**src/rtl/tetris_pkg.sv**
```systemverilog
// Shared types for the piece-movement logic: move codes, proposer FSM states
// and the pending-request priority helpers.
package tetris_pkg;

    typedef enum logic [2:0] {
        MV_GRAV = 3'd0,
        MV_ROT  = 3'd1,
        MV_LFT  = 3'd2,
        MV_RGT  = 3'd3,
        MV_DN   = 3'd4
    } move_t;

    typedef enum logic [1:0] {
        ST_IDLE    = 2'd0,
        ST_PROPOSE = 2'd1,
        ST_WAIT    = 2'd2
    } state_t;

    localparam int NUM_MOVES = 5;

    // One sticky request bit per move, indexed by the move_t value.
    typedef logic [NUM_MOVES-1:0] pend_t;

    // Lower move code wins: grav > rot > lft > rgt > dn.
    function automatic move_t pick_move(input pend_t p);
        move_t m;
        m = MV_DN;
        if (p[4]) m = MV_DN;
        if (p[3]) m = MV_RGT;
        if (p[2]) m = MV_LFT;
        if (p[1]) m = MV_ROT;
        if (p[0]) m = MV_GRAV;
        return m;
    endfunction

    function automatic pend_t move_mask(input move_t m);
        return pend_t'(1) << m;
    endfunction

endpackage

```
**src/rtl/move_proposer_if.sv**
```systemverilog
// Proposal/verdict handshake between the move proposer (master) and the
// collision checker (slave).
interface move_proposer_if #(
    parameter int X_W    = 4,
    parameter int Y_W    = 5,
    parameter int TYPE_W = 5
);
    logic [TYPE_W-1:0] test_type;
    logic [X_W-1:0]    test_x;
    logic [Y_W-1:0]    test_y;
    logic              prop_valid;
    logic              chk_done;
    logic              chk_ok;

    modport master (
        output test_type, test_x, test_y, prop_valid,
        input  chk_done, chk_ok
    );

    modport slave (
        input  test_type, test_x, test_y, prop_valid,
        output chk_done, chk_ok
    );
endinterface

```
**src/rtl/move_proposer_das_counter.sv**
```systemverilog
// Delayed auto-shift counter for one horizontal direction; instantiated by
// move_proposer only when AUTO_REPEAT_EN is defined.
module das_counter #(
    parameter int DAS_DLY = 12,
    parameter int DAS_RPT = 3
) (
    input  logic clk,
    input  logic rst_n,
    input  logic tick,
    input  logic hold,
    output logic rpt
);
    localparam int MAX_CNT = (DAS_DLY > DAS_RPT) ? DAS_DLY : DAS_RPT;
    localparam int CNT_W   = $clog2(MAX_CNT + 1);

    logic [CNT_W-1:0] cnt;
    logic [CNT_W-1:0] limit;
    logic             repeating;

    // The first repeat waits the long delay, later ones the short period.
    assign limit = repeating ? CNT_W'(DAS_RPT) : CNT_W'(DAS_DLY);
    assign rpt   = hold && tick && (cnt == limit - CNT_W'(1));

    always_ff @(posedge clk or negedge rst_n) begin
        if (!rst_n) begin
            cnt       <= '0;
            repeating <= 1'b0;
        end else if (!hold) begin
            cnt       <= '0;
            repeating <= 1'b0;
        end else if (tick) begin
            if (rpt) begin
                cnt       <= '0;
                repeating <= 1'b1;
            end else begin
                cnt <= cnt + CNT_W'(1);
            end
        end
    end
endmodule

```
**src/rtl/move_proposer.sv**
```systemverilog
// Turns button edges and gravity ticks into one-at-a-time piece move proposals
// for an external checker. Define AUTO_REPEAT_EN to enable left/right auto-repeat.
module move_proposer
    import tetris_pkg::*;
#(
    parameter int X_W     = 4,
    parameter int Y_W     = 5,
    parameter int TYPE_W  = 5,
    parameter int ROT_W   = 2,
    parameter int DAS_DLY = 12,
    parameter int DAS_RPT = 3
) (
    input  logic              clk,
    input  logic              rst_n,
    input  logic [1:0]        mode,
    input  logic              spawn,
    input  logic [TYPE_W-1:0] spawn_type,
    input  logic [X_W-1:0]    spawn_x,
    input  logic [Y_W-1:0]    spawn_y,
    input  logic              gravity,
    input  logic              tick,
    input  logic              rotate,
    input  logic              left,
    input  logic              right,
    input  logic              down,
    output logic [TYPE_W-1:0] cur_type,
    output logic [X_W-1:0]    cur_x,
    output logic [Y_W-1:0]    cur_y,
    output logic              lock_pulse,
    move_proposer_if.master   chk
);
    state_t            state, state_nxt;
    move_t             sel;
    pend_t             pend, pend_set, pend_clr;
    logic [3:0]        btn_prev;
    logic              rot_rise, lft_rise, rgt_rise, dn_rise;
    logic              lft_rpt, rgt_rpt;
    logic              take, accept, lock_nxt;
    logic [TYPE_W-1:0] prop_type, nxt_type;
    logic [X_W-1:0]    prop_x, nxt_x;
    logic [Y_W-1:0]    prop_y, nxt_y;
    logic [ROT_W-1:0]  rot_inc;

    assign rot_rise = rotate & ~btn_prev[3];
    assign lft_rise = left   & ~btn_prev[2];
    assign rgt_rise = right  & ~btn_prev[1];
    assign dn_rise  = down   & ~btn_prev[0];

`ifdef AUTO_REPEAT_EN
    das_counter #(.DAS_DLY(DAS_DLY), .DAS_RPT(DAS_RPT)) u_das_lft (
        .clk(clk), .rst_n(rst_n), .tick(tick), .hold(left & ~right), .rpt(lft_rpt)
    );
    das_counter #(.DAS_DLY(DAS_DLY), .DAS_RPT(DAS_RPT)) u_das_rgt (
        .clk(clk), .rst_n(rst_n), .tick(tick), .hold(right & ~left), .rpt(rgt_rpt)
    );
`else
    localparam int unused_das = DAS_DLY + DAS_RPT;
    logic unused_tick;
    assign unused_tick = tick;
    assign lft_rpt     = 1'b0;
    assign rgt_rpt     = 1'b0;
`endif

    assign pend_set = {dn_rise, rgt_rise | rgt_rpt, lft_rise | lft_rpt, rot_rise, gravity};
    assign pend_clr = take ? move_mask(pick_move(pend)) : '0;

    // NOTE: every signal written here gets a default first, so no path can infer a latch.
    always_comb begin
        state_nxt = state;
        take      = 1'b0;
        accept    = 1'b0;
        lock_nxt  = 1'b0;
        case (state)
            ST_IDLE: begin
                if (mode != 2'b00 && pend != '0) begin
                    take      = 1'b1;
                    state_nxt = ST_PROPOSE;
                end
            end
            ST_PROPOSE: state_nxt = ST_WAIT;
            ST_WAIT: begin
                if (chk.chk_done) begin
                    state_nxt = ST_IDLE;
                    accept    = chk.chk_ok;
                    lock_nxt  = !chk.chk_ok && (sel == MV_GRAV || sel == MV_DN);
                end
            end
            default: state_nxt = ST_IDLE;
        endcase
        // A spawn replaces the piece, so whatever was in flight is void.
        if (spawn) begin
            state_nxt = ST_IDLE;
            take      = 1'b0;
            accept    = 1'b0;
            lock_nxt  = 1'b0;
        end
    end

    assign rot_inc = cur_type[ROT_W-1:0] + ROT_W'(1);

    always_comb begin
        nxt_type = cur_type;
        nxt_x    = cur_x;
        nxt_y    = cur_y;
        case (sel)
            MV_GRAV, MV_DN: nxt_y = cur_y + Y_W'(1);
            MV_ROT:         nxt_type = {cur_type[TYPE_W-1:ROT_W], rot_inc};
            MV_LFT:         nxt_x = cur_x - X_W'(1);
            MV_RGT:         nxt_x = cur_x + X_W'(1);
            default:        ;
        endcase
    end

    // NOTE: all state here is register-only (no memories), so the whole block resets.
    always_ff @(posedge clk or negedge rst_n) begin
        if (!rst_n) begin
            state      <= ST_IDLE;
            sel        <= MV_GRAV;
            pend       <= '0;
            btn_prev   <= '0;
            cur_type   <= '0;
            cur_x      <= '0;
            cur_y      <= '0;
            prop_type  <= '0;
            prop_x     <= '0;
            prop_y     <= '0;
            lock_pulse <= 1'b0;
        end else begin
            // NOTE: non-blocking assignments so every register samples pre-edge values.
            state      <= state_nxt;
            btn_prev   <= {rotate, left, right, down};
            lock_pulse <= lock_nxt;
            pend       <= spawn ? pend_t'(0) : ((pend & ~pend_clr) | pend_set);
            if (take) sel <= pick_move(pend);
            if (state == ST_PROPOSE) begin
                prop_type <= nxt_type;
                prop_x    <= nxt_x;
                prop_y    <= nxt_y;
            end
            if (spawn) begin
                cur_type <= spawn_type;
                cur_x    <= spawn_x;
                cur_y    <= spawn_y;
            end else if (accept) begin
                cur_type <= prop_type;
                cur_x    <= prop_x;
                cur_y    <= prop_y;
            end
        end
    end

    assign chk.prop_valid = (state == ST_WAIT);
    assign chk.test_type  = chk.prop_valid ? prop_type : cur_type;
    assign chk.test_x     = chk.prop_valid ? prop_x    : cur_x;
    assign chk.test_y     = chk.prop_valid ? prop_y    : cur_y;

endmodule

```
**src/flat_wrapper.sv**
```systemverilog
// flat-port wrapper written by rule: the top's interface ports become plain ports
module move_proposer_flat import tetris_pkg::*;
#(
    parameter int X_W     = 4,
    parameter int Y_W     = 5,
    parameter int TYPE_W  = 5,
    parameter int ROT_W   = 2,
    parameter int DAS_DLY = 12,
    parameter int DAS_RPT = 3
)
  (clk, rst_n, mode, spawn, spawn_type, spawn_x, spawn_y, gravity, tick, rotate, left, right, down, cur_type, cur_x, cur_y, lock_pulse, chk_test_type, chk_test_x, chk_test_y, chk_prop_valid, chk_chk_done, chk_chk_ok);
  move_proposer_if #(.X_W(X_W), .Y_W(Y_W), .TYPE_W(TYPE_W)) chk_i ();
  input  logic clk;
  input  logic rst_n;
  input  logic [1:0] mode;
  input  logic spawn;
  input  logic [TYPE_W-1:0] spawn_type;
  input  logic [X_W-1:0] spawn_x;
  input  logic [Y_W-1:0] spawn_y;
  input  logic gravity;
  input  logic tick;
  input  logic rotate;
  input  logic left;
  input  logic right;
  input  logic down;
  output logic [TYPE_W-1:0] cur_type;
  output logic [X_W-1:0] cur_x;
  output logic [Y_W-1:0] cur_y;
  output logic lock_pulse;
  output wire logic [$bits(chk_i.test_type)-1:0] chk_test_type;
  output wire logic [$bits(chk_i.test_x)-1:0] chk_test_x;
  output wire logic [$bits(chk_i.test_y)-1:0] chk_test_y;
  output wire logic [$bits(chk_i.prop_valid)-1:0] chk_prop_valid;
  input wire logic [$bits(chk_i.chk_done)-1:0] chk_chk_done;
  input wire logic [$bits(chk_i.chk_ok)-1:0] chk_chk_ok;
  assign chk_test_type = chk_i.test_type;
  assign chk_test_x = chk_i.test_x;
  assign chk_test_y = chk_i.test_y;
  assign chk_prop_valid = chk_i.prop_valid;
  assign chk_i.chk_done = chk_chk_done;
  assign chk_i.chk_ok = chk_chk_ok;
  move_proposer #(.X_W(X_W), .Y_W(Y_W), .TYPE_W(TYPE_W), .ROT_W(ROT_W), .DAS_DLY(DAS_DLY), .DAS_RPT(DAS_RPT)) u_core (.clk(clk), .rst_n(rst_n), .mode(mode), .spawn(spawn), .spawn_type(spawn_type), .spawn_x(spawn_x), .spawn_y(spawn_y), .gravity(gravity), .tick(tick), .rotate(rotate), .left(left), .right(right), .down(down), .cur_type(cur_type), .cur_x(cur_x), .cur_y(cur_y), .lock_pulse(lock_pulse), .chk(chk_i));
endmodule
```
**config.mk**
```make
export PLATFORM = sky130hd
export DESIGN_NAME = move_proposer_flat
export DESIGN_NICKNAME = d
export VERILOG_FILES = /design/src/rtl/tetris_pkg.sv /design/src/rtl/move_proposer_if.sv /design/src/rtl/move_proposer_das_counter.sv /design/src/rtl/move_proposer.sv /design/src/flat_wrapper.sv
export SDC_FILE = /design/constraint.sdc
export NUM_CORES = 1
export LEC_CHECK = 0
export BUFFER_PORTS_ARGS = -buffer_cell sky130_fd_sc_hd__buf_2
export CAP_MARGIN = 40
export CORE_UTILIZATION = 50
export CTS_CLUSTER_DIAMETER = 30
export DETAILED_ROUTE_END_ITERATION = 10
export GPL_ROUTABILITY_DRIVEN = 0
export GPL_TIMING_DRIVEN = 0
export PLACE_DENSITY = 0.83
export SLEW_MARGIN = 20
export SYNTH_ARGS = -nofsm -noshare
export SYNTH_HDL_FRONTEND = slang
export SYNTH_SLANG_ARGS = --single-unit
```
**constraint.sdc**
```tcl
create_clock -name clk -period 6.5 [get_ports clk]
set_clock_uncertainty 0.15 [all_clocks]
set_input_delay 0 -clock clk [delete_from_list [all_inputs] [get_ports clk]]
set_output_delay 0 -clock clk [all_outputs]
set_load 0.1 [all_outputs]
```
Word level (Yosys, flattened, before mapping)
Index checks and enable logic that the tools add are counted.

operators by class
  add/sub/neg operators = 4
  equal/unequal tests = 8
  shifts and indexed selects = 1
  multiplexer cells = 31
  bitwise gates (word level) = 11
  reduce and logical (&&, ||, !) cells = 11

operator list
  cell                                                   number
  2-to-1 mux 5 bit                                       9
  2-to-1 mux 3 bit                                       4
  2-to-1 mux 4 bit                                       3
  2-to-1 mux 1 bit                                       9
  2-to-1 mux 2 bit                                       4
  case mux 4 bit (2 select lines)                        1
  equality test 3 x 2 -> 1 bit, second input constant    2
  case mux 2 bit (3 select lines)                        1
  adder 5 x 1 -> 5 bit, second input constant            1
  AND 5 bit                                              1
  inverter 5 bit                                         1
  bitwise OR 5 bit                                       1
  nonzero test 5 bit                                     1
  left shift 1 x 3 -> 5 bit, first input constant        1
  adder 4 x 1 -> 4 bit, second input constant            1
  AND 1 bit                                              4
  inverter 1 bit                                         4
  nonzero test 2 bit                                     2
  subtractor 4 x 1 -> 4 bit, second input constant       1
  equality test 3 x 1 -> 1 bit, second input constant    1
  equality test 3 bit, second input constant             1
  zero test 3 bit                                        1
  inequality test 3 x 2 -> 1 bit, second input constant  1
  inequality test 3 bit, second input constant           1
  9 further kinds                                        10

word-level totals
  register bits = 43
  input port bits = 27
  output and inout port bits = 30
  word-level logic and storage cells = 77

Logic depth before layout (Yosys ltp)
Gate-level depths: netlist of the first run.

  depth in word-level cells = 10
  mapped depth = 8
  gate-level depth less buffers = 7

Worst setup path before layout of the first run
OpenSTA, ideal clock, no wires.

  kind = register -> output
  start point = register u_core.cur_x[3]
  end point = output port chk_test_x[3]
  arrival time = 3301 ps
  required time = 6350 ps
  setup slack = 3049 ps
  cell stages (with the launch flop) = 3
  buffers on the path = 0
  cells stage by stage = dfrtp_1 -> inv_1 -> o21ai_0

on the way
  cells in the longest elaborated chain, start to end = 1

ends and longest elaborated chain
  what                    RTL line              RTL
  start, declared         move_proposer.sv:27   output logic [X_W-1:0] cur_x,
  start signal, assigned  move_proposer.sv:142  cur_x <= spawn_x;
  start signal, assigned  move_proposer.sv:146  cur_x <= prop_x;
  2-to-1 mux 4 bit        move_proposer.sv:154  assign chk.test_x = chk.prop_valid ? prop_x : cur_x;
  end, declared           flat_wrapper.sv:31    output wire logic [$bits(chk_i.test_x)-1:0] chk_test_x;

Every way passes these cells.

Worst setup path after layout of the first run
  start point = register u_core.sel[1]
  end point = register u_core.prop_x[3]

on the way
  cells in the longest elaborated chain, start to end = 2
  elaborated cells between the ends (all ways) = 3
  classes of those cells = 2 x eq/ne; 1 x mux

ends and longest elaborated chain
  what                               RTL line              RTL
  start, declared                    move_proposer.sv:33   move_t sel;
  start signal, assigned             move_proposer.sv:134  if (take) sel <= pick_move(pend);
  equality test 3 x 2 -> 1 bit       move_proposer.sv:105  case (sel)
  case mux 4 bit (2 select lines) *  move_proposer.sv:105
  end signal, assigned               move_proposer.sv:137  prop_x <= nxt_x;
  end, declared                      move_proposer.sv:40   logic [X_W-1:0] prop_x, nxt_x;

Every way passes the cells marked *; elsewhere a longest branch is shown, timed or not.
A chain may end at the register's enable or synchronous reset.

==> results of run 1 <==
## what timing repair did
action	CTS	global route
setup buffers	0	0
endpoints found under the hold margin	69	0
hold buffers	23	0
endpoints found under the setup margin	0	0
## worst max-delay path: stages (launching register included)
cell and delay, ps:
dfrtp_1 460, nor2b_1 160, clkbuf_1 270, nand2_1 170, ha_1 350, a21oi_1 300
a2111o_1 200, o2111a_1 180, nand2_1 50
## registers in the layout, summed over array words and instances, names as in the netlist, 2 cells and up
name / cells
u_core.cur_type: 5
u_core.prop_y: 5
u_core.state: 2
u_core.sel: 3
u_core.pend: 5
u_core.cur_y: 5
u_core.prop_x: 4
u_core.cur_x: 4
u_core.prop_type: 5
u_core.btn_prev: 4
## routing by layer
metal | global-route usage | vias up | wire (um)
li1 | - | 921 | -
met1 | 0.310 | 920 | 2240
met2 | 0.403 | 57 | 2590
met3 | 0.0567 | 6 | 221
met4 | 0.0547 | 0 | 46
met5 | 0 | - | 0
## area by class of cell
type / instances / area, um^2 / area share
Clock buffer: 6 / 72.6 / 0.0256
Multi-Input combinational cell: 147 / 997 / 0.352
Tap cell: 50 / 62.6 / 0.0221
Buffer: 12 / 70.1 / 0.0247
Inverter: 8 / 30.0 / 0.0106
Sequential cell: 43 / 1080 / 0.380
Timing Repair Buffer: 79 / 526 / 0.185
## through the flow
stage	cells	hold slack, ps	instance area, um^2	power, mW
after floorplan	210	-446	2170	0.694
after global placement	315	-24.9	2510	0.758
after detailed placement	316	-224	2530	0.771
after CTS	345	10.1	2830	0.935
after global routing	345	49.4	2830	0.981
final	345	-6.32	2830	0.932
## power by group through the flow
stage                     clock network (mW)  logic, mW  registers, mW
after floorplan                            0      0.272          0.422
after global placement                     0      0.375          0.383
after detailed placement                   0      0.384          0.387
after CTS                              0.157      0.396          0.382
after global routing                   0.168      0.420          0.393
final                                  0.153      0.396          0.384
## cell usage in the layout, fill, tap and decap left out, types with 2 or more instances in the layout
cell / Yosys / layout
buf_4: 4 / 4
o22ai_1: 11 / 11
nand4_1: 2 / 2
nand2b_1: 6 / 6
nand4b_1: 2 / 2
buf_2: 2 / 57
inv_1: 7 / 7
xor2_1: 4 / 4
mux2i_1: 2 / 2
xnor2_1: 4 / 4
o21ai_0: 2 / 2
a222oi_1: 4 / 4
mux2_2: 6 / 6
nand3_1: 2 / 2
o41ai_2: 2 / 2
mux2_1: 10 / 10
clkbuf_1: 5 / 6
clkbuf_8: 0 / 5
dfrtp_1: 43 / 43
ha_1: 3 / 3
nand2_1: 17 / 17
o21ai_1: 13 / 13
nor2b_1: 2 / 2
nor2_1: 25 / 25
a21oi_1: 12 / 12
dlygate4sd3_1: 0 / 23
## kinds of logic after synthesis
| kind of cell | count (synthesis) | synth area share |
|---|---|---|
| AOI/OAI and AO/OA | 51 | 0.156 |
| xor gates and xnor gates | 8 | 0.0322 |
| adders and majority gates | 4 | 0.0265 |
| buffers and inverters | 20 | 0.0461 |
| DFF | 43 | 0.495 |
| muxes | 18 | 0.0921 |
| and+or+nand+nor | 66 | 0.152 |
## worst paths after layout
kind | startpoint | endpoint | slack [ps]
worst max-delay path | u_core.sel[1]$_DFFE_PN0P_ | u_core.prop_x[3]$_DFFE_PN0P_ | 4110
worst min-delay path | rst_n | u_core.prop_y[1]$_DFFE_PN0P_ | -6
worst max register to register | u_core.sel[1]$_DFFE_PN0P_ | u_core.prop_x[3]$_DFFE_PN0P_ | 4110
worst min register to register | u_core.btn_prev[1]$_DFF_PN0_ | u_core.pend[3]$_DFF_PN0_ | 350
max in group asynchronous | rst_n | u_core.sel[0]$_DFFE_PN0P_ | 5740
min in group clk | mode[0] | u_core.sel[2]$_DFFE_PN0P_ | 140
==> flow_summary.json, run 1 <==
{
  "cp.required_ps": 6530,
  "ir_drop_mv": 0.214,
  "grt_pass1_wl_mm": 8.05,
  "grt_overflow": 0,
  "vias": 1904,
  "async_reset_ff_frac": 1.00,
  "yosys.area.top_type": "dfrtp_1",
  "grt_pass1_vias": 1732,
  "place_ws_ps": 4140,
  "tightest_slew_ps": 541,
  "net-switching-power_mw": 0.422,
  "synth.most_common_cell": "dfrtp_1",
  "path_max_fanout": 7,
  "synthCells": 210,
  "drc_errors": 0,
  "netlist.area_leader.share": 0.495,
  "fin_util": 0.694,
  "die_area_um2": 4610,
  "power_leakage_nw": 1.30,
  "setup_viol_count_final": 0,
  "area_growth_syn_to_layout_pct": 30.4,
  "clock_path_buffers": 2,
  "cts_resized": 0,
  "fin_tns_setup_ps": 0,
  "critPathCaptureType": "flip-flop",
  "htree_num_levels": 2,
  "fill_cells": 320,
  "io-pin-count": 57,
  "root_buffer": "clkbuf_8",
  "max_freq_mhz": 418,
  "row_count": 23,
  "swShare": 0.453,
  "holdWs_ps": -6.32,
  "min_period_ps": 2390,
  "wire_per_inst_um": 14.8,
  "final_antenna_net_count": 0,
  "antenna_found_initial": 0,
  "cts_sinks": 43,
  "arrival_ps": 2420,
  "path_class": "reg -> reg",
  "synth_enable_flop_cells": 0,
  "clock_latency_ps": 290,
  "slew-limit-headroom": 0.638,
  "grt_max_degree": 30,
  "nets": 327,
  "start_util": 0.532,
  "ys_types": 44,
  "grt_use_total": 0.239,
  "yosys-top-cells-count": "43 x dfrtp_1, 25 x nor2_1, 17 x nand2_1",
  "cts_made_buffers": 5,
  "synth_ff_type": "dfrtp_1",
  "ys_warn_count": 0,
  "worstSetupStartpointType": "flip-flop",
  "hold_viol": 5,
  "synth_nets": 241,
  "num_antenna_cells": 0,
  "cts_tree": "built",
  "reg2reg_depth": 8,
  "ys_ff_latch": 43,
  "seq_area_frac_synth": 0.495,
  "die_w_um": 67.9,
  "hp-class": "in -> async",
  "cts.clk_slew.worst_paths_ps": 70,
  "maxSlewViolCount": 0,
  "seq_power_share": 0.411,
  "p_clk_frac": 0.164,
  "coreArea_um2": 4090,
  "fin_crit_sh": 0.368,
  "drive_gt1_frac": 0.264,
  "violations": "negative hold slack",
  "die_y_um": 67.9,
  "intPower_mw": 0.510,
  "status": "finished, violations left",
  "port_buffers": 55,
  "first_iter_violations": 154,
  "first_pass_iters": 5,
  "synth_area_um2": 2170,
  "grt_setup_unrepaired": "false",
  "dp_hpwl_mm": 3.53,
  "drv_cap": 0,
  "ys_top_cells_by_area": "dfrtp_1 50%, mux2_1 5.2%, nor2_1 4.3%",
  "combPwrFrac": 0.425,
  "synth.avg_cell_area_um2": 10.3,
  "wirelength_mm": 5.10,
  "worst_slack_ps": 4110,
  "powerDensity_nw_per_um2": 329,
  "routed_via_density": 5.52
}
No activity file was read; power rests on OpenSTA's default activity.
==> run 2: changes to the inputs <==
==> constraint.sdc (replaced) <==
create_clock -name clk -period 2.4 [get_ports clk]
set_clock_uncertainty 0.15 [all_clocks]
set_input_delay 0 -clock clk [delete_from_list [all_inputs] [get_ports clk]]
set_output_delay 0 -clock clk [all_outputs]
set_load 0.1 [all_outputs]
==> run 2 against run 1 <==
  * The flow now finishes without violations
  * Critical path depth stayed put
  * Global-route usage grew 2.0 points
  * Sequential share of layout area shrank 0.37 points
  * Die area unchanged
  * Core utilization grew 0.77 points
  * Register-to-register slack got worse by 3900 ps
  * Cell area up 1.1%
==> flow_summary.json, run 2 (synthesis gave the netlist of run 1 again) <==
{
  "path_max_fanout": 7,
  "grt_max_degree": 30,
  "clock_latency_ps": 290,
  "row_count": 23,
  "die_y_um": 67.9,
  "clock_path_buffers": 2,
  "placed_cells": 316,
  "cts_made_buffers": 5,
  "cts_setup_buffers": 0,
  "r2r_slack_ps": 230,
  "start_util": 0.532,
  "area_growth_syn_to_layout_pct": 31.8,
  "io-pin-count": 57,
  "grt_overflow": 0,
  "status": "finished, final reports clean",
  "cts_sinks": 43,
  "antenna_found_initial": 0,
  "max_freq_mhz": 461,
  "slew-limit-headroom": 0.616,
  "port_buffers": 55,
  "layout_common_cells": "57 x buf_2, 42 x dfrtp_1, 25 x nor2_1, 23 x dlygate4sd3_1, 17 x nand2_1",
  "postPlaceCellArea_um2": 2530,
  "tightest_slew_ps": 576,
  "layout.cells.non_filler": 347,
  "cts.clk_slew.worst_paths_ps": 80,
  "drc_errors": 0,
  "dp_hpwl_mm": 3.65,
  "wirelength_mm": 5.39,
  "first_iter_violations": 140,
  "setup_viol_count_final": 0,
  "coreArea_um2": 4090,
  "drv_cap": 0,
  "grt_use_total": 0.260,
  "first_pass_iters": 4,
  "hp-class": "in -> async",
  "critPathCaptureType": "flip-flop",
  "root_buffer": "clkbuf_8",
  "power_mw": 2.59,
  "place_ws_ps": 62.5,
  "path_class": "reg -> reg",
  "fin_crit_sh": 0.904,
  "arrival_ps": 2250,
  "worstReg2RegEnd": "u_core.prop_x[3]$_DFFE_PN0P_",
  "wire_per_inst_um": 15.5,
  "holdWs_ps": 8.07,
  "min_period_ps": 2170,
  "grt_pass1_vias": 1846,
  "final_antenna_net_count": 0,
  "num_antenna_cells": 0,
  "reg2reg_depth": 8,
  "worstSetupStartpointType": "flip-flop",
  "grt_setup_unrepaired": "false",
  "die_w_um": 67.9,
  "multi_input_area_um2": 1020,
  "ir_drop_mv": 0.537,
  "drive_gt1_frac": 0.283,
  "worst_slack_ps": 229,
  "die_area_um2": 4610,
  "htree_num_levels": 2,
  "power_leakage_nw": 1.31,
  "powerDensity_nw_per_um2": 905,
  "design_area_um2": 2870,
  "nets": 327,
  "cp.required_ps": 2480,
  "fin_util": 0.701,
  "reg2reg_from": "u_core.sel[1]$_DFFE_PN0P_",
  "layout.area.seq_um2": 1080,
  "fill_cells": 323,
  "vias": 1902,
  "routed_via_density": 5.48,
  "fin_tns_setup_ps": 0,
  "cts_tree": "built",
  "maxSlewViolCount": 0,
  "hold_viol": 0,
  "grt_pass1_wl_mm": 8.65,
  "mostFrequentLayoutCell": "buf_2"
}
==> run 2: cell types whose count changed in the layout (fill, tap and decap cells not counted), sizes merged <==
cell	change
clkinv	+1
clkbuf	+1
==> run 2: worst max path at each step <==
stage	start	end	slack, ps	cells after the start
floorplan	u_core.cur_x[2]$_DFFE_PN0P_	u_core.prop_x[3]$_DFFE_PN0P_	190	5
global placement	u_core.sel[1]$_DFFE_PN0P_	u_core.prop_x[3]$_DFFE_PN0P_	120	8
detailed placement	u_core.sel[1]$_DFFE_PN0P_	u_core.prop_x[3]$_DFFE_PN0P_	60	8
CTS	u_core.sel[1]$_DFFE_PN0P_	u_core.prop_x[3]$_DFFE_PN0P_	30	8
global route	u_core.sel[1]$_DFFE_PN0P_	u_core.prop_x[3]$_DFFE_PN0P_	20	8
finish	u_core.sel[1]$_DFFE_PN0P_	u_core.prop_x[3]$_DFFE_PN0P_	230	8
==> run 2: power by group <==
group / total (mW) / switching (mW) / internal (mW)
registers: 1.05 / 0.164 / 0.882
clock network: 0.452 / 0.247 / 0.205
logic: 1.10 / 0.777 / 0.319
total: 2.59 / 1.19 / 1.41
==> run 2: layer usage <==
metal | track usage | share of wire | vias to the layer above
met5 | 0 | 0 | -
met4 | 0.0729 | 0.0076 | 0
met2 | 0.440 | 0.52 | 38
met3 | 0.0467 | 0.027 | 4
met1 | 0.337 | 0.45 | 938
li1 | - | - | 922
==> run 2: layout make-up <==
type | instances | share of cell area
sequential | 43 | 0.376
buffer | 12 | 0.0249
clock buffer | 7 | 0.0266
inverter | 8 | 0.0105
clock inverter | 1 | 0.00175
timing repair buffer | 79 | 0.183
tap | 50 | 0.0218
multi-input combinational | 147 | 0.355
==> run 2: critical path: stages (launching register included) <==
cell and delay [ps]:
dfrtp_2 410, nor2b_1 140, clkbuf_2 190, nand2_1 160
ha_4 330, nand3_1 140, a2111o_1 400, o2111a_1 140
nand2_1 50
==> run 2: repair_timing <==
item                       4_1_cts  5_1_grt
setup endpoints to repair        0        1
hold buffers                    23        0
hold endpoints to repair        69        0
gates resized for setup          0        5
==> run 3: changes to the inputs <==
--- a/config.mk
+++ b/config.mk
@@ -16,4 +16,5 @@
 export SLEW_MARGIN = 20
 export SYNTH_ARGS = -nofsm -noshare
 export SYNTH_HDL_FRONTEND = slang
+export SYNTH_HIERARCHICAL = 1
 export SYNTH_SLANG_ARGS = --single-unit
==> run 3 against run 2 <==
  * Die area hardly changed
  * Setup slack lost 13 ps
  * Final cell count fell by 0.29%
  * Maximum frequency fell by 0.61%
  * Flip-flop and latch count unchanged
  * Power down 2.4%
  * Critical path depth decreased by 2
  * Largest power group is now sequential cells
==> flow_summary.json, run 3 <==
{
  "dp_hpwl_mm": 3.78,
  "cts_tree": "built",
  "placed_cells": 314,
  "cts_made_buffers": 5,
  "root_buffer": "clkbuf_8",
  "die_y_um": 68.0,
  "cts_resized": 0,
  "row_count": 23,
  "min_period_ps": 2180,
  "synth_area_um2": 2170,
  "hp-class": "in -> async",
  "cts.clk_slew.worst_paths_ps": 90,
  "yosys.area.top_type": "dfrtp_1",
  "cp_slowest_cell": "dfrtp_1",
  "port_buffers": 55,
  "grt_pass1_wl_mm": 9.24,
  "synthCells": 208,
  "netlist.area_leader.share": 0.495,
  "cts_sinks": 43,
  "powerDensity_nw_per_um2": 885,
  "ys_top_cells_by_area": "dfrtp_1 49%, mux2_2 6.7%, a222oi_1 6.4%",
  "path_max_fanout": 5,
  "r2r_slack_ps": 220,
  "design_area_um2": 2860,
  "power_leakage_nw": 1.39,
  "async_reset_ff_frac": 1.00,
  "startpoint": "u_core/sel[2]$_DFFE_PN0P_",
  "grt_use_total": 0.278,
  "use_met1": 0.340,
  "num_antenna_cells": 0,
  "synth.most_common_cell": "dfrtp_1",
  "grt_overflow": 0,
  "clock_latency_ps": 300,
  "crit_path_max_incr_delay_ps": 430,
  "die_w_um": 68.0,
  "ys_types": 37,
  "area_growth_syn_to_layout_pct": 31.5,
  "max_freq_mhz": 458,
  "ys_warn_count": 6,
  "seq_area_frac_synth": 0.495,
  "mostFrequentLayoutCell": "buf_2",
  "synth_nets": 239,
  "layout_common_cells": "58 x buf_2, 43 x dfrtp_1, 24 x dlygate4sd3_1, 20 x inv_1, 19 x nand2_1",
  "first_iter_violations": 261,
  "arrival_ps": 2200,
  "drc_errors": 0,
  "grt_max_degree": 32,
  "final_antenna_net_count": 0,
  "place_ws_ps": 209,
  "power_mw": 2.53,
  "status": "finished, final reports clean",
  "crit_end": "u_core/prop_x[3]$_DFFE_PN0P_",
  "die_area_um2": 4620,
  "start_util": 0.532,
  "yosys-top-cells-count": "43 x dfrtp_1, 20 x inv_1, 19 x nand2_1",
  "reg2reg_depth": 6,
  "synth_enable_flop_cells": 0,
  "ir_drop_mv": 0.674,
  "synth_ff_type": "dfrtp_1",
  "grt_use_met2": 0.449,
  "first_pass_iters": 5,
  "ys_ff_latch": 43,
  "critPathCaptureType": "flip-flop",
  "grt_setup_unrepaired": "false",
  "drive_gt1_frac": 0.297,
  "routed_via_density": 5.85,
  "slew-limit-headroom": 0.582,
  "vias": 2024,
  "setup_viol_count_final": 0,
  "htree_num_levels": 2,
  "nets": 326,
  "io-pin-count": 57,
  "grt_util_met3": 0.0733,
  "antenna_found_initial": 0,
  "drv_cap": 0,
  "clock_path_buffers": 2,
  "crit_chain": "nand3b_1 > ha_1 > a21oi_1 > nand2_1 > a2111oi_0 > nand3_1",
  "wire_per_inst_um": 16.8,
  "grt_pass1_vias": 1999,
  "worst_slack_ps": 216,
  "postPlaceCellArea_um2": 2530,
  "grt.busiest_layer": "met2",
  "cp.required_ps": 2410,
  "fin_crit_sh": 0.910,
  "worstSetupStartpointType": "flip-flop",
  "hold_viol": 0,
  "maxSlewViolCount": 0,
  "path_class": "reg -> reg",
  "coreArea_um2": 4090,
  "synth.avg_cell_area_um2": 10.5,
  "worstReg2RegEnd": "u_core/prop_x[3]$_DFFE_PN0P_",
  "layout.cells.non_filler": 346,
  "reg2reg_from": "u_core/sel[2]$_DFFE_PN0P_",
  "wirelength_mm": 5.82,
  "tightest_slew_ps": 624
}
## run 3: cell types whose count changed in the layout (fill, tap and decap cells not counted), sizes merged, moves of 3 or more
cell / before / now
nor2: 25 / 7
inv: 7 / 20
o22ai: 11 / 0
a222oi: 4 / 14
a2111oi: 0 / 4
clkbuf: 12 / 15
mux2: 16 / 13
o21ai: 15 / 18
## run 3: repair_timing
item | 4_1_cts | 5_1_grt
endpoints found under the hold margin | 69 | 0
setup buffers | 0 | 0
hold buffers | 24 | 0
endpoints found under the setup margin | 0 | 1
## run 3: worst min-delay path by stage
stage,startpoint,end,slack [ps]
after floorplan,rst_n,u_core/btn_prev[0]$_DFF_PN0_,-450
after global placement,left,u_core/btn_prev[2]$_DFF_PN0_,-20
after detailed placement,rst_n,u_core/btn_prev[3]$_DFF_PN0_,-240
after CTS,rst_n,u_core/btn_prev[2]$_DFF_PN0_,60
after global routing,rst_n,u_core/cur_type[1]$_DFFE_PN0P_,70
final,rst_n,u_core/cur_type[1]$_DFFE_PN0P_,60
## run 3: cell type report
type	count	area, um^2
well taps	50	62.6
flip-flops and latches	43	1080
inverters	20	75.1
clock buffers	6	72.6
repair buffers	80	536
clock inverters	2	12.5
multi-input cells	130	952
fillers	305	1230
plain buffers	15	72.6
## run 3: critical path: cells and delay by family (launching register included)
kind | cells | cell delay (ps)
adders and majority gates | 1 | 410
and+or+nand+nor | 3 | 450
AOI/OAI and AO/OA | 2 | 610
DFF | 1 | 430
## run 3: stage by stage
step	setup TNS (ps)	util	hold slack, ps
2_1_floorplan	-675	-	-446
3_3_place_gp	0	0.615	-24.4
3_5_place_dp	0	0.620	-244
4_1_cts	0	0.700	57.1
5_1_grt	0	0.700	68.1
6_report	0	0.700	55.3
## run 3: logic make-up (layout without fill, tap and decap cells)
logic type      after synthesis  in the layout  synth area share
compound gates               53             53             0.182
simple gates                 50             50             0.120
flops                        43             43             0.495
buf+inv                      35            123            0.0673
mux                          15             15            0.0765
xor+xnor                      8              8            0.0322
fa+ha+maj                     4              4            0.0265
## run 3: per-layer routing
metal,routed length [um],vias up
li1,-,927
met1,2400,987
met2,2920,92
met3,362,18
met4,142,0
met5,0,-
## run 3: power breakdown
group	switching, mW	internal (mW)	leakage, nW
clock	0.260	0.204	0.0412
combinational	0.753	0.281	0.811
sequential	0.159	0.874	0.535
total	1.17	1.36	1.39
